--- src/rtl/axi_mem_if_pkg.sv ---
// Shared AXI memory-interface definitions.
// Response codes, burst encodings and write FSM states.
package axi_mem_if_pkg;

  localparam logic [1:0] OKAY   = 2'b00;
  localparam logic [1:0] EXOKAY = 2'b01;
  localparam logic [1:0] SLVERR = 2'b10;
  localparam logic [1:0] DECERR = 2'b11;

  localparam logic [1:0] FIXED = 2'd0;
  localparam logic [1:0] INCR  = 2'd1;
  localparam logic [1:0] WRAP  = 2'd2;

  typedef enum logic [1:0] {
    IDLE,
    DATA,
    WAIT_B
  } wr_state_t;

endpackage

--- src/rtl/axi_write_only_ctrl.sv ---
// AXI4 write slave: AW/W/B bursts to single-port SRAM writes.
// One burst in flight; each granted W beat is one memory write.
module axi_write_only_ctrl
  import axi_mem_if_pkg::*;
#(
  parameter int AXI4_ADDRESS_WIDTH = 32,
  parameter int AXI4_WDATA_WIDTH   = 64,
  parameter int AXI4_ID_WIDTH      = 16,
  parameter int AXI4_USER_WIDTH    = 10,
  parameter int AXI_NUMBYTES       = AXI4_WDATA_WIDTH/8,
  parameter int MEM_ADDR_WIDTH     = 13
) (
  input  logic                          clk,
  input  logic                          rst,
  input  logic [AXI4_ID_WIDTH-1:0]      AWID_i,
  input  logic [AXI4_ADDRESS_WIDTH-1:0] AWADDR_i,
  input  logic [7:0]                    AWLEN_i,
  input  logic [2:0]                    AWSIZE_i,
  input  logic [1:0]                    AWBURST_i,
  input  logic                          AWLOCK_i,
  input  logic [3:0]                    AWCACHE_i,
  input  logic [2:0]                    AWPROT_i,
  input  logic [3:0]                    AWREGION_i,
  input  logic [3:0]                    AWQOS_i,
  input  logic [AXI4_USER_WIDTH-1:0]    AWUSER_i,
  input  logic                          AWVALID_i,
  output logic                          AWREADY_o,
  input  logic [AXI4_WDATA_WIDTH-1:0]   WDATA_i,
  input  logic [AXI_NUMBYTES-1:0]       WSTRB_i,
  input  logic                          WLAST_i,
  input  logic [AXI4_USER_WIDTH-1:0]    WUSER_i,
  input  logic                          WVALID_i,
  output logic                          WREADY_o,
  output logic [AXI4_ID_WIDTH-1:0]      BID_o,
  output logic [1:0]                    BRESP_o,
  output logic [AXI4_USER_WIDTH-1:0]    BUSER_o,
  output logic                          BVALID_o,
  input  logic                          BREADY_i,
  output logic                          MEM_CEN_o,
  output logic                          MEM_WEN_o,
  output logic [MEM_ADDR_WIDTH-1:0]     MEM_A_o,
  output logic [AXI4_WDATA_WIDTH-1:0]   MEM_D_o,
  output logic [AXI_NUMBYTES-1:0]       MEM_BE_o,
  input  logic [AXI4_WDATA_WIDTH-1:0]   MEM_Q_i,
  input  logic                          grant_i,
  output logic                          valid_o
);

  localparam int OFFSET = $clog2(AXI_NUMBYTES);

  wr_state_t                   state_q, state_d;
  logic [8:0]                  cnt_q, cnt_d;
  logic                        err_q, err_d;
  logic [AXI4_ID_WIDTH-1:0]    id_q, id_d;
  logic [AXI4_USER_WIDTH-1:0]  user_q, user_d;
  logic [7:0]                  len_q, len_d;
  logic [1:0]                  burst_q, burst_d;
  logic [MEM_ADDR_WIDTH-1:0]   addr_q, addr_d;
  logic                        aw_take;
  logic                        unused_ok;

  assign unused_ok = ^{AWADDR_i, AWSIZE_i, AWLOCK_i, AWCACHE_i,
                       AWPROT_i, AWREGION_i, AWQOS_i, WUSER_i,
                       MEM_Q_i};

  assign MEM_A_o  = (burst_q == FIXED) ? addr_q
                  : addr_q + MEM_ADDR_WIDTH'(cnt_q);
  assign MEM_D_o  = WDATA_i;
  assign MEM_BE_o = WSTRB_i;
  assign BID_o    = id_q;
  assign BUSER_o  = user_q;

  // Next state, handshakes and memory strobes
  always_comb begin
    state_d   = state_q;
    cnt_d     = cnt_q;
    err_d     = err_q;
    id_d      = id_q;
    user_d    = user_q;
    len_d     = len_q;
    burst_d   = burst_q;
    addr_d    = addr_q;
    aw_take   = 1'b0;
    AWREADY_o = 1'b0;
    WREADY_o  = 1'b0;
    BVALID_o  = 1'b0;
    BRESP_o   = OKAY;
    MEM_CEN_o = 1'b1;
    MEM_WEN_o = 1'b1;
    valid_o   = 1'b0;
    if (!rst) begin
      unique case (state_q)
        IDLE: begin
          AWREADY_o = 1'b1;
          aw_take   = AWVALID_i;
        end
        DATA: begin
          valid_o   = WVALID_i;
          MEM_CEN_o = ~WVALID_i;
          MEM_WEN_o = 1'b0;
          WREADY_o  = WVALID_i & grant_i;
          if (WVALID_i && grant_i) begin
            if (cnt_q == {1'b0, len_q}) begin
              state_d = WAIT_B;
              if (!WLAST_i) err_d = 1'b1;
            end else begin
              cnt_d = cnt_q + 9'd1;
              if (WLAST_i) err_d = 1'b1;
            end
          end
        end
        WAIT_B: begin
          BVALID_o  = 1'b1;
          BRESP_o   = err_q ? SLVERR : OKAY;
          AWREADY_o = BREADY_i;
          if (BREADY_i) begin
            state_d = IDLE;
            aw_take = AWVALID_i;
          end
        end
        default: state_d = IDLE;
      endcase
    end
    if (aw_take) begin
      state_d = DATA;
      cnt_d   = '0;
      err_d   = (AWBURST_i == WRAP);
      id_d    = AWID_i;
      user_d  = AWUSER_i;
      len_d   = AWLEN_i;
      burst_d = AWBURST_i;
      addr_d  = AWADDR_i[MEM_ADDR_WIDTH+OFFSET-1:OFFSET];
    end
  end

  // State and latched AW fields
  always_ff @(posedge clk) begin
    if (rst) begin
      state_q <= IDLE;
      cnt_q   <= '0;
      err_q   <= 1'b0;
      id_q    <= '0;
      user_q  <= '0;
      len_q   <= '0;
      burst_q <= '0;
      addr_q  <= '0;
    end else begin
      state_q <= state_d;
      cnt_q   <= cnt_d;
      err_q   <= err_d;
      id_q    <= id_d;
      user_q  <= user_d;
      len_q   <= len_d;
      burst_q <= burst_d;
      addr_q  <= addr_d;
    end
  end

endmodule

--- config.mk ---
export PLATFORM = sky130hd
export DESIGN_NAME = axi_write_only_ctrl
export DESIGN_NICKNAME = d
export VERILOG_FILES = /design/src/rtl/axi_mem_if_pkg.sv /design/src/rtl/axi_write_only_ctrl.sv
export SDC_FILE = /design/constraint.sdc
export NUM_CORES = 1
export LEC_CHECK = 0
export CAP_MARGIN = 20
export CORE_AREA = 2 2 141 143
export CTS_CLUSTER_SIZE = 16
export DETAILED_ROUTE_END_ITERATION = 16
export DIE_AREA = 0 0 143 145
export PLACE_DENSITY = 0.52
export RECOVER_POWER = 25
export SYNTH_ARGS = -nofsm -noshare
export SYNTH_HDL_FRONTEND = slang
export SYNTH_SLANG_ARGS = --single-unit
--- constraint.sdc ---
create_clock -name clk -period 4.6 [get_ports clk]
set_input_delay 0.46 -clock clk [delete_from_list [all_inputs] [get_ports clk]]
set_output_delay 0.46 -clock clk [all_outputs]
set_load 0.05 [all_outputs]
==> results.toml <==
[route]
route.detailed.drc = 0
num_vias = 2976
wl_um = 10000
drt.antenna.violating_nets = 0
vias_per_cell = 3.97
wl_per_cell_um = 13.4
drt_iter0_markers = 78
first_pass_iters = 4

[logic_synthesis]
ys_top_cells_by_area = "dfxtp_1, buf_4, nand2_1"
yosysTopAreaCell = "dfxtp_1"
avgSynthCellArea_um2 = 7.80
yosysWarnings = 0
synth_flop_cell = "dfxtp_1"
postSynth.asyncResetShare_pct = 0
ys_ff_latch = 61
ys_types = 54
synthesis.area_um2 = 3550
synth.net_count = 707
yosys.area.top_type_share_pct = 34.4
yosysSeqAreaShare_pct = 34.4
synth_edf_count = 0
synth_cells = 456

[job]
cap_violations = 0

[finish]
fillCellCount = 2130
nets = 731
drive_gt1_share_pct = 6.82
antenna_cells = 0
regArea_um2 = 1220
syn_to_final_growth_pct = 29.7
multiInputGateArea_um2 = 1690

[sta]
holdWs_ns = 0.453
setup_violations = 0
hold_viol = 0
post-route-min-period_ns = 3.91
finClkSkew_ns = 0.00922
max_freq_ghz = 0.255
tightest_slew_ns = 0.945
rsz0062_at_grt = "no"
maxSlewViolCount = 0
fin_tns_setup_ns = 0
slew_headroom_pct = 36.8
post-route-period-util_pct = 85.1

[global_routing]
met3_usage_pct = 4.46
globalRouteOverflowTotal = 0
track_usage_pct = 10.0
grt.met2_usage_pct = 14.6
grt_pass1_vias = 2950
grt_max_degree = 38
top_usage_layer = "met2"
antenna_found_initial = 0
grt_util_met1_pct = 11.8
grt_pass1_wl_um = 15800

[floorplan]
die_area_um2 = 20700
initial_core_util_pct = 18.5
num_rows = 51
die_w_um = 143
core_um2 = 19200
die_h_um = 145
ios = 359

[cts]
cts_max_level = 3
cts_num_sinks = 61
cts_tree = "built"
cts_hold_buffers = 0
post_cts_resize_count = 0
cts_max_path_buffers = 2
cts_setup_buffers = 0
clkLatencyLatePin_ns = 0.34
cts-root-buf = "clkbuf_16"
path_clk_slew_ns = 0.05
numCtsBuffers = 9

[critical_path]
critPathRequiredTime_ns = 4.14
worstSetupEndpointType = "output pin"
critPathKind = "reg2out"
arrival_ns = 3.45
startpoint_type = "flip-flop"
worst-path-max-fanout = 5
r2r_slack_ns = 2.64

[placed_design]
place_hpwl_um = 7480
gp_congestion = 0.752
port_buffers = 101

[run_status]
status = "complete, no violations"

[power]
internal_power_mw = 1.18
power_frac_seq_pct = 34.7
p_leak_nw = 1.73
p_switching_uw = 513
p_per_area_nw_per_um2 = 366
p_comb_share_pct = 22.1
vdd_drop_max_v = 0.000148
swShare_pct = 30.4
clkPwrFrac_pct = 43.2

[min_path]
hp-class = "reg2reg"
metal layers:
metal / share of wire [%] / vias up
li1: - / 1488
met1: 44 / 1348
met2: 43 / 99
met3: 9.9 / 41
met4: 3.9 / 0
met5: 0 / -
layout by cell type (no fill, tap or decap), types with 2 or more instances in the layout:
master and instances:
nand2_1 115, clkdlybuf4s50_1 100, dfxtp_1 61, a21oi_1 56
nor2_1 18, xor2_1 16, o21ai_0 10, ha_1 10
clkbuf_16 9, nor3b_1 7, xnor2_1 7, buf_4 5
nand3_1 4, inv_1 4, nor3_1 4, and3_1 3
nand2b_1 3, nand4_1 3, o21a_1 2, a21o_1 2
nor4b_1 2, nand3b_1 2, o31ai_1 2, o21bai_1 2
mux2_2 2, clkinvlp_4 2, bufinv_16 2
final cells by class:
cell class	count	area share (%)
Sequential cell	61	26.5
Timing Repair Buffer	106	22.6
Multi-Input combinational cell	298	36.6
Inverter	4	0.326
Clock inverter	6	1.93
Clock buffer	9	4.88
Tap cell	265	7.19
cells in the mapped netlist, types with 2 or more instances:
master / instances
mux2_2: 2
o31ai_1: 2
xnor2_1: 7
o21bai_1: 2
xor2_1: 16
a21oi_1: 56
nand4_1: 3
clkbuf_1: 17
dfxtp_1: 61
nor3b_1: 8
o21a_1: 2
nor4b_1: 2
nor3_1: 4
and3_1: 3
nand2_1: 115
nand2b_1: 3
inv_1: 4
nand3b_1: 2
buf_4: 73
o21ai_0: 10
a21o_1: 2
ha_1: 10
nor2_1: 18
nand3_1: 4
power groups by stage:
stage | clock, mW | combinational (mW) | sequential [mW]
final | 0.729 | 0.373 | 0.586
after global routing | 0.786 | 0.404 | 0.591
after CTS | 0.760 | 0.380 | 0.586
after detailed placement | 0 | 0.379 | 0.597
after global placement | 0 | 0.379 | 0.596
after floorplan | 0 | 0.347 | 0.648
through the flow:
stage	cell area [um2]	utilization (%)	std cells	total power [mW]	setup slack, ns
CTS	4610	24.0	749	1.73	0.655
finish	4610	24.0	749	1.69	0.685
global placement	4300	22.4	734	0.975	1.04
detailed placement	4300	22.4	734	0.976	1.04
floorplan	3550	-	456	0.994	1.25
global route	4610	24.0	749	1.78	0.486
critical path: stages, from the launching register on:
cell	delay (ns)
dfxtp_1	0.38
ha_1	0.26
fa_1	0.40
a21o_1	0.20
a21oi_1	0.25
o21ai_0	0.21
a31oi_1	0.32
nor3b_1	0.10
xor2_1	0.18
clkdlybuf4s50_1	0.83
cells by family after synthesis:
| group | synth area share [%] |
|---|---|
| buffers and inverters | 18.4 |
| AOI/OAI and AO/OA | 13.4 |
| muxes | 0.915 |
| adders and majority gates | 4.08 |
| xor gates and xnor gates | 5.67 |
| other | 0.105 |
| DFF | 34.4 |
| and+or+nand+nor | 23.1 |
final timing paths:
path                                              end  cells past startpoint                  start
worst max-delay path                      MEM_A_o[10]                      9  cnt_q[0]$_SDFFE_PP0P_
worst min-delay path            BID_o[9]$_SDFFE_PP0P_                      2  BID_o[9]$_SDFFE_PP0P_
worst max register to register     err_q$_SDFFE_PP0P_                      6  cnt_q[3]$_SDFFE_PP0P_
worst min register to register  BID_o[9]$_SDFFE_PP0P_                      2  BID_o[9]$_SDFFE_PP0P_
flip-flops by register name (all words and copies together) (netlist names):
register  cells
BID_o        16
addr_q       13
BUSER_o      10
cnt_q         9
len_q         8
burst_q       2
state_q       2
err_q         1
Power figures use the tool's default switching activity.
